===== config.mk =====
export PLATFORM = sky130hd
export DESIGN_NAME = rsz_blk_accum
export DESIGN_NICKNAME = d
export VERILOG_FILES = /design/src/rtl/rsz_pkg.sv /design/src/rtl/onehot_mux_2d.sv /design/src/rtl/rsz_blk_accum.sv
export SDC_FILE = /design/constraint.sdc
export NUM_CORES = 2
export LEC_CHECK = 0
export ABC_CLOCK_PERIOD_IN_PS = 9280
export CORE_MARGIN = 2
export CORE_UTILIZATION = 40
export CTS_CLUSTER_SIZE = 10
export DETAILED_ROUTE_END_ITERATION = 10
export SETUP_SLACK_MARGIN = 0.1
export SLEW_MARGIN = 15
export SYNTH_ARGS = -nofsm -noshare
export SYNTH_HDL_FRONTEND = slang
export SYNTH_SLANG_ARGS = --single-unit

===== constraint.sdc =====
create_clock -name Clk -period 9.28 [get_ports Clk]
set_clock_uncertainty 0.15 [all_clocks]
set_input_delay 1.856 -clock Clk [delete_from_list [all_inputs] [get_ports Clk]]
set_output_delay 1.856 -clock Clk [all_outputs]
set_load 0.01 [all_outputs]

===== src/rtl/rsz_pkg.sv =====
// Shared defaults and the accumulator type for the block-resize datapath.
// Latency: n/a (types and constants only).
// Backpressure: n/a.
package rsz_pkg;

    localparam int DEF_IDX_W = 10;
    localparam int DEF_PXL_W = 8;
    localparam int DEF_SUM_W = 24;
    localparam int DEF_CNT_W = 16;

    // One block accumulator at the default accumulator width
    typedef logic [DEF_SUM_W-1:0] acc_t;

endpackage


===== src/rtl/onehot_mux_2d.sv =====
// OR-based selector over an NY x NX grid of W-bit entries, picked by an X mask and a Y mask.
// Latency: combinational.
// Backpressure: none; an all-zero mask yields 0, several selected entries are ORed together.
module onehot_mux_2d #(
    parameter int W  = 8,
    parameter int NX = 4,
    parameter int NY = 4
) (
    input  logic [NY*NX*W-1:0] dataIn,
    input  logic [NX-1:0]      xMsk,
    input  logic [NY-1:0]      yMsk,
    output logic [W-1:0]       dataOut
);

    // OR together every entry whose row and column are both selected
    always_comb begin
        dataOut = '0;
        for (int y = 0; y < NY; y++) begin
            for (int x = 0; x < NX; x++) begin
                if (xMsk[x] && yMsk[y]) begin
                    dataOut = dataOut | dataIn[(y*NX+x)*W +: W];
                end
            end
        end
    end

endmodule


===== src/rtl/rsz_blk_accum.sv =====
// Per-block pixel accumulator for image downsizing; define RSZ_MAX_POOL_EN for max pooling instead of sums.
// Latency: accumulators/counters/flags update on the next Clk edge; CompData/FlushData/BlkIsEnough are combinational.
// Backpressure: none, a pixel is accepted every cycle PxlVld is high.
module rsz_blk_accum
    import rsz_pkg::*;
#(
    parameter int IDX_W = DEF_IDX_W,
    parameter int RSZ_W = 4,
    parameter int RSZ_H = 4,
    parameter int PXL_W = DEF_PXL_W,
    parameter int SUM_W = DEF_SUM_W,
    parameter int CNT_W = DEF_CNT_W
) (
    input  logic                   Clk,
    input  logic                   Reset,
    input  logic [IDX_W-1:0]       ImgWidth,
    input  logic [IDX_W-1:0]       ImgHeight,
    input  logic [PXL_W-1:0]       PxlData,
    input  logic [IDX_W-1:0]       PxlX,
    input  logic [IDX_W-1:0]       PxlY,
    input  logic                   PxlVld,
    input  logic [CNT_W-1:0]       BlkSz,
    output logic [RSZ_H*RSZ_W-1:0] BlkIsEnough,
    input  logic [RSZ_W-1:0]       CompXMsk,
    input  logic [RSZ_H-1:0]       CompYMsk,
    input  logic                   CompEn,
    output logic [SUM_W-1:0]       CompData,
    input  logic [PXL_W-1:0]       CeData,
    input  logic [RSZ_W-1:0]       CeXMsk,
    input  logic [RSZ_H-1:0]       CeYMsk,
    input  logic                   CeVld,
    output logic [RSZ_H*RSZ_W-1:0] BlkIsExec,
    input  logic [RSZ_W-1:0]       FlushXMsk,
    input  logic [RSZ_H-1:0]       FlushYMsk,
    input  logic                   FlushVld,
    output logic [PXL_W-1:0]       FlushData
);

    localparam int RSZ_WL = $clog2(RSZ_W);
    localparam int RSZ_HL = $clog2(RSZ_H);
    localparam int NBLK   = RSZ_H * RSZ_W;
    // Room for RSZ_W*ImgWidth before the divide by RSZ_W
    localparam int SX_W   = IDX_W + RSZ_WL;
    localparam int SY_W   = IDX_W + RSZ_HL;

    logic [SX_W-1:0]  sumX  [RSZ_W+1];
    logic [SY_W-1:0]  sumY  [RSZ_H+1];
    logic [IDX_W-1:0] baseX [RSZ_W+1];
    logic [IDX_W-1:0] baseY [RSZ_H+1];
    logic [RSZ_W-1:0] colHit;
    logic [RSZ_H-1:0] rowHit;

    logic [NBLK-1:0]  pxlHit;
    logic [NBLK-1:0]  ceHit;
    logic [NBLK-1:0]  clrHit;
    logic [NBLK-1:0]  flushHit;

    logic [SUM_W-1:0] acc [NBLK];
    logic [CNT_W-1:0] cnt [NBLK];
    logic [NBLK-1:0]  execFlag;

    logic [SUM_W-1:0] pxlExt;
    logic [SUM_W-1:0] ceExt;
    logic [NBLK*SUM_W-1:0] accFlat;
    logic [NBLK*PXL_W-1:0] accLowFlat;

    assign pxlExt = SUM_W'(PxlData);
    assign ceExt  = SUM_W'(CeData);

    // Block boundaries: u*ImgWidth/RSZ_W built by repeated addition, no multiplier
    always_comb begin
        sumX[0] = '0;
        for (int u = 1; u <= RSZ_W; u++) begin
            sumX[u] = sumX[u-1] + SX_W'(ImgWidth);
        end
        sumY[0] = '0;
        for (int v = 1; v <= RSZ_H; v++) begin
            sumY[v] = sumY[v-1] + SY_W'(ImgHeight);
        end
        for (int u = 0; u <= RSZ_W; u++) begin
            baseX[u] = IDX_W'(sumX[u] >> RSZ_WL);
        end
        for (int v = 0; v <= RSZ_H; v++) begin
            baseY[v] = IDX_W'(sumY[v] >> RSZ_HL);
        end
    end

    // Half-open column/row match so a pixel lands in at most one block
    always_comb begin
        for (int u = 0; u < RSZ_W; u++) begin
            colHit[u] = (PxlX >= baseX[u]) && (PxlX < baseX[u+1]);
        end
        for (int v = 0; v < RSZ_H; v++) begin
            rowHit[v] = (PxlY >= baseY[v]) && (PxlY < baseY[v+1]);
        end
    end

    // Per-block event decode from the pixel match and the three mask pairs
    always_comb begin
        for (int y = 0; y < RSZ_H; y++) begin
            for (int x = 0; x < RSZ_W; x++) begin
                pxlHit[y*RSZ_W+x]   = PxlVld   && colHit[x]    && rowHit[y];
                ceHit[y*RSZ_W+x]    = CeVld    && CeXMsk[x]    && CeYMsk[y];
                clrHit[y*RSZ_W+x]   = CompEn   && CompXMsk[x]  && CompYMsk[y];
                flushHit[y*RSZ_W+x] = FlushVld && FlushXMsk[x] && FlushYMsk[y];
            end
        end
    end

    // Block state: write-back beats a pixel, counter clear beats a pixel, set/clear of exec cancel out
    always_ff @(posedge Clk) begin
        if (Reset) begin
            for (int i = 0; i < NBLK; i++) begin
                acc[i] <= '0;
                cnt[i] <= '0;
            end
            execFlag <= '0;
        end else begin
            for (int i = 0; i < NBLK; i++) begin
                if (ceHit[i]) begin
                    acc[i] <= ceExt;
                end else if (pxlHit[i]) begin
`ifdef RSZ_MAX_POOL_EN
                    acc[i] <= (acc[i] > pxlExt) ? acc[i] : pxlExt;
`else
                    acc[i] <= acc[i] + pxlExt;
`endif
                end

                if (clrHit[i]) begin
                    cnt[i] <= '0;
                end else if (pxlHit[i]) begin
                    cnt[i] <= cnt[i] + CNT_W'(1);
                end

                if (ceHit[i] && !flushHit[i]) begin
                    execFlag[i] <= 1'b1;
                end else if (flushHit[i] && !ceHit[i]) begin
                    execFlag[i] <= 1'b0;
                end
            end
        end
    end

    // Completion flags and flattened accumulator views for the selectors
    always_comb begin
        for (int i = 0; i < NBLK; i++) begin
            BlkIsEnough[i]                 = (cnt[i] == BlkSz);
            accFlat[i*SUM_W +: SUM_W]      = acc[i];
            accLowFlat[i*PXL_W +: PXL_W]   = acc[i][PXL_W-1:0];
        end
    end

    assign BlkIsExec = execFlag;

    onehot_mux_2d #(
        .W  (SUM_W),
        .NX (RSZ_W),
        .NY (RSZ_H)
    ) u_compMux (
        .dataIn  (accFlat),
        .xMsk    (CompXMsk),
        .yMsk    (CompYMsk),
        .dataOut (CompData)
    );

    // Only the low pixel bits are flushed, so select on the truncated view
    onehot_mux_2d #(
        .W  (PXL_W),
        .NX (RSZ_W),
        .NY (RSZ_H)
    ) u_flushMux (
        .dataIn  (accLowFlat),
        .xMsk    (FlushXMsk),
        .yMsk    (FlushYMsk),
        .dataOut (FlushData)
    );

endmodule


# Word level (Yosys, flattened, before mapping)
# Memories as Yosys holds them, arrays and structs flattened.
# Index checks and enable logic that the tools add are counted.
dict set report word_totals {
  ramBits 640
  out_inout_bits 64
  memories 2
  elab_cells 720
  in_bits 102
  regBits 16
}
dict set report classes {
  eq_ne 16
  n_bitwise 94
  muxes 338
  n_reduce_logical 200
  addsub 38
  order_cmp 16
}
# memory depth width read_ports rd_clocked_by_memory_dff wr line_no
set memory_table {}
lappend memory_table {acc 16 24 16 0 16 rsz_blk_accum.sv:58} ;# logic [SUM_W-1:0] acc [NBLK];
lappend memory_table {cnt 16 16 16 0 16 rsz_blk_accum.sv:59} ;# logic [CNT_W-1:0] cnt [NBLK];
# operator count
set ops {}
lappend ops {{two-way mux 24 bit} 48}
lappend ops {{two-way mux 16 bit} 32}
lappend ops {{adder 24 x 8 -> 24 bit} 16}
lappend ops {{OR 24 bit} 15}
lappend ops {{adder 16 x 1 -> 16 bit (second input constant)} 16}
lappend ops {{equality test 16 bit} 16}
lappend ops {{two-way mux 1 bit} 242}
lappend ops {{logical AND 1 bit} 152}
lappend ops {{two-way mux 8 bit} 16}
lappend ops {{OR 8 bit} 15}
lappend ops {{OR 1 bit} 64}
lappend ops {{< comparator 10 bit} 4}
lappend ops {{logical NOT 1 bit} 32}
lappend ops {{nonzero test 2 bit} 16}
lappend ops {{adder 11 x 10 -> 12 bit} 2}
lappend ops {{adder 12 x 10 -> 12 bit} 2}
lappend ops {{adder 10 x 10 -> 11 bit} 2}
lappend ops {{greater-or-equal comparator 10 x 1 -> 1 bit (second input constant)} 2}
lappend ops {{greater-or-equal comparator 10 bit} 2}
lappend ops {{greater-or-equal comparator 10 x 8 -> 1 bit} 2}
lappend ops {{greater-or-equal comparator 10 x 9 -> 1 bit} 2}
lappend ops {{< comparator 10 x 8 -> 1 bit} 2}
lappend ops {{< comparator 10 x 9 -> 1 bit} 2}

# Longest topological paths before layout
dict set report depth {
  ltp_word 32
  mapped_depth 26
  mapped_depth_nobuf 23
}

# Modules after synthesis
# A second synthesis with hierarchy kept.
dict set report unflattened {
  cells_unflattened 4916
  area_unflattened_um2 48001.0
}
# module area_each_um2 seq_area_each_um2 cells_per_inst n_inst
set modules_own_cells {}
lappend modules_own_cells {rsz_blk_accum 44486.4 19538.7 4469 1}
lappend modules_own_cells {{onehot_mux_2d (u_compMux)} 2652.5 0.0 327 1}
lappend modules_own_cells {{onehot_mux_2d (u_flushMux)} 862.1 0.0 120 1}

# Worst setup path after synthesis
# OpenSTA, ideal clock, no wires.
dict set report synth_timing {
  path_type {input-to-reg}
  start {input ImgWidth[3]}
  end {memory acc[0][144] in the netlist's numbering (enable)}
  required_time_ns 8.692
  path_stages 12
  slack_ns 2.203
  arrival_time_ns 6.488
  n_path_buf 0
  setup_ns 0.438
  path_cell_list {ha_1 nand2_1 o21ai_0 o22ai_1 or4b_2 and3_1 ha_1 nand4_1 a211oi_1 a2111oi_0 o31ai_2 o21ai_0}
}
# element line_no
set synth_lines {}
lappend synth_lines {{from (decl)} rsz_blk_accum.sv:16} ;# input logic [IDX_W-1:0] ImgWidth,
lappend synth_lines {{to (decl)} rsz_blk_accum.sv:58}

# Worst setup path after layout
dict set report layout_timing {
  start {input CompXMsk[3]}
  end {output CompData[10]}
}
dict set report layout_between {
  elab_chain_len 26
}
# element line_no
set layout_rtl {}
lappend layout_rtl {{from (decl)} rsz_blk_accum.sv:24} ;# input logic [RSZ_W-1:0] CompXMsk,
lappend layout_rtl {{logical AND 1 bit} onehot_mux_2d.sv:20} ;# if (xMsk[x] && yMsk[y]) begin
lappend layout_rtl {{two-way mux 24 bit} onehot_mux_2d.sv:20}
lappend layout_rtl {{OR 24 bit} onehot_mux_2d.sv:21} ;# dataOut = dataOut | dataIn[(y*NX+x)*W +: W];
lappend layout_rtl {{two-way mux 24 bit} onehot_mux_2d.sv:20}
lappend layout_rtl {{OR 24 bit} onehot_mux_2d.sv:21}
lappend layout_rtl {{two-way mux 24 bit} onehot_mux_2d.sv:20}
lappend layout_rtl {{OR 24 bit} onehot_mux_2d.sv:21}
lappend layout_rtl {{two-way mux 24 bit} onehot_mux_2d.sv:20}
lappend layout_rtl {{[10 not listed]} --}
lappend layout_rtl {{OR 24 bit} onehot_mux_2d.sv:21}
lappend layout_rtl {{two-way mux 24 bit} onehot_mux_2d.sv:20}
lappend layout_rtl {{OR 24 bit} onehot_mux_2d.sv:21}
lappend layout_rtl {{two-way mux 24 bit} onehot_mux_2d.sv:20}
lappend layout_rtl {{OR 24 bit} onehot_mux_2d.sv:21}
lappend layout_rtl {{two-way mux 24 bit} onehot_mux_2d.sv:20}
lappend layout_rtl {{OR 24 bit} onehot_mux_2d.sv:21}
lappend layout_rtl {{two-way mux 24 bit (*)} onehot_mux_2d.sv:20}
lappend layout_rtl {{to (decl)} rsz_blk_accum.sv:27} ;# output logic [SUM_W-1:0] CompData,
# Every way passes the cells marked *; elsewhere a longest branch is shown, timed or not.

==> impl_metrics.tcl <==
set metrics [dict create \
    finalSetupTns_ns 0 \
    die_w_microns 348 \
    p_leak_uw 0.0187 \
    hold_class "flop to flop" \
    drt-initial-drc-count 4916 \
    final_cell_mix "717 x nor2_1, 640 x edfxtp_1, 550 x xnor2_1, 331 x nand2_1, 278 x xor2_1" \
    critPathCapture "CompData[10]" \
    clock_latency_ns 0.68 \
    final_util 0.454 \
    r2r_slack_ns 5.68 \
    grt_max_degree 46 \
    antenna_found_initial 10 \
    synth_nets 5345 \
    grt_pass1_wl_mm 248 \
    cp-start-kind "input port" \
    port_buffers 165 \
    wirelength_mm 168 \
    ir_drop_v 0.000129 \
    grt-ovfl-total 0 \
    pwr-share-clk 0.344 \
    setup_violations 0 \
    netlist_instances 4951 \
    synth_edf_count 640 \
    cp_data_arrival_time_ns 5.46 \
    wl_per_cell_microns 25.0 \
    final_nets 5503 \
    crit_required_ns 7.27 \
    grt_use_total 0.270 \
    min_period_over_period 0.805 \
    p_sw_frac 0.322 \
    tightestPinTransition_ns 1.21 \
    clock_sinks 656 \
    io_pins 166 \
    clockRootBuffer "clkbuf_16" \
    ant_nets 0 \
    drive_above_1_share 0.0475 \
    viasPerCell 6.09 \
    rsz0062_at_grt "no" \
    synth_seq_area_share 0.412 \
    switchingPower_uw 2820 \
    p_int_uw 5940 \
    ys.flop_type "edfxtp_1" \
    status "completed" \
    die_h_microns 348 \
    cts_setup_buffers 0 \
    r2r_cells 10 \
    cts-resized-gates 0 \
    critPathKind "input port to output pin" \
    ys_seq_elements 656 \
    fmax_mhz 134 \
    critPathLaunch "CompXMsk[3]" \
    holdWs_ns 0.344 \
    r2r_start "acc[1][72]" \
    syn_area_sq_um 47400 \
    regToRegEndpoint "acc[1][90]" \
    clk_pin_slew_ns 0.05 \
    postSynthAreaPerCell_sq_um 9.57 \
    cp-end-kind "output pin" \
    slew_viol_final 0 \
    routabilityCongestion 0.971 \
    coreArea_sq_um 118000 \
    path_cells "clkdlybuf4s50_1 > and2_2 > a22oi_1 > nand2_1 > a221oi_1 > nand4_1 > clkdlybuf4s50_1" \
    num_vias 40789 \
    stdcell_area_sq_um 53500 \
    fin_crit_ns 7.47 \
    slowest_delay_ns 0.94 \
    finalHoldViolCount 0 \
    crit_path_max_fanout 22 \
    die_area_sq_um 121000 \
    path_common_cell "clkdlybuf4s50_1" \
    cts_tree "built" \
    grt_pass1_vias 38926 \
    placed_area_sq_um 51100 \
    cap_violations 0 \
    drc_errors 0 \
    cts_buffers 81 \
    area_delta_synth_final_pct 12.8 \
    htree_levels 3 \
    dp_hpwl_mm 125 \
    async_reset_ff_frac 0 \
    yosysUniqueCellTypes 81 \
    drtPass1Iterations 10 \
    layout_commonest_cell "nor2_1" \
    yosysWarnings 0 \
    initial_core_util 0.402 \
    cts_hold_repair.buffers 0 \
    rows 126 \
    crit_path_top_delay_cell "clkdlybuf4s50_1" \
    combinationalPowerShare 0.219 \
    power-per-cell-area_nw_per_um2 164 \
    pwr-share-seq 0.437 \
    slew-limit-headroom 0.192 \
    max-clock-path-buffers 3 \
]
## metal layers
layer | track usage | up-vias | wire [microns]
li1 | - | 18367 | -
met1 | 0.360 | 19818 | 67500
met2 | 0.420 | 2118 | 73900
met3 | 0.0598 | 478 | 18100
met4 | 0.120 | 8 | 8090
met5 | 0 | - | 58
## how the worst min path moves through the flow
stage	startpoint	end	slack [ns]	depth (start not counted)
floorplan	BlkIsExec[0]	BlkIsExec[0]	0.39	2
global placement	BlkIsExec[9]	BlkIsExec[9]	0.33	2
detailed placement	BlkIsExec[3]	BlkIsExec[3]	0.34	2
CTS	BlkIsExec[13]	BlkIsExec[13]	0.35	2
global route	BlkIsExec[7]	BlkIsExec[7]	0.38	2
finish	BlkIsExec[4]	BlkIsExec[4]	0.34	2
## registers in the layout, summed over array words and instances (netlist names)
| register | cells |
|---|---|
| BlkIsExec | 16 |
| acc | 384 |
| cnt | 256 |
## area by class of cell
| class | count | area, sq um |
|---|---|---|
| diodes | 7 | 17.5 |
| clock buffers | 108 | 2130 |
| clock inverters | 21 | 241 |
| fillers | 11193 | 64300 |
| inverters | 163 | 612 |
| multi-input cells | 3937 | 26600 |
| flip-flops and latches | 656 | 19500 |
| well taps | 1536 | 1920 |
| repair buffers | 270 | 2440 |
## power groups by stage
| stage | clock network (uW) | logic (uW) | registers, uW |
|---|---|---|---|
| CTS | 3050 | 1890 | 3810 |
| global placement | 0 | 1860 | 3860 |
| global route | 3150 | 2090 | 3840 |
| floorplan | 0 | 1270 | 3730 |
| finish | 3010 | 1920 | 3830 |
| detailed placement | 0 | 1880 | 3860 |
## kinds of logic (layout without fill, tap and decap cells)
group	count (synthesis)	count (layout)	share of synthesized area
AND/OR/NAND/NOR	1942	1942	0.196
AO/OA/AOI/OAI	832	832	0.121
XOR/XNOR	828	828	0.153
flip-flops	656	656	0.412
buffers and inverters	358	562	0.0287
adder cells (fa/ha/maj)	292	292	0.0799
multiplexers	43	43	0.00927
other	0	7	0
## synthesized netlist by cell type, drive strengths merged, types with 58 or more instances
| cell type | number | area (sq um) |
|---|---|---|
| nor2 | 721 | 2730 |
| edfxtp | 640 | 19200 |
| xnor2 | 550 | 4820 |
| nand2 | 331 | 1240 |
| xor2 | 278 | 2430 |
| ha | 274 | 3430 |
| nand3 | 256 | 1290 |
| a21oi | 177 | 886 |
| clkbuf | 172 | 646 |
| o21ai | 163 | 816 |
| inv | 160 | 601 |
| nand4 | 156 | 976 |
| and3 | 119 | 744 |
| nor3 | 77 | 385 |
| a22oi | 69 | 518 |
| a22o | 63 | 552 |
| nor2b | 58 | 363 |
## per-stage QoR
step | power (uW) | std cells | setup slack [ns]
global route | 9080 | 6693 | 1.44
global placement | 5720 | 6562 | 1.28
floorplan | 5000 | 4951 | 2.20
CTS | 8750 | 6691 | 1.95
detailed placement | 5740 | 6562 | 1.24
finish | 8760 | 6698 | 1.81
## critical path, delay by kind of cell
family / cells / cell delay [ns]
and+or+nand+nor: 3 / 1.18
buffers and inverters: 2 / 1.52
AOI/OAI and AO/OA: 2 / 0.89
Note: power is estimated with default switching activity, not from simulation.
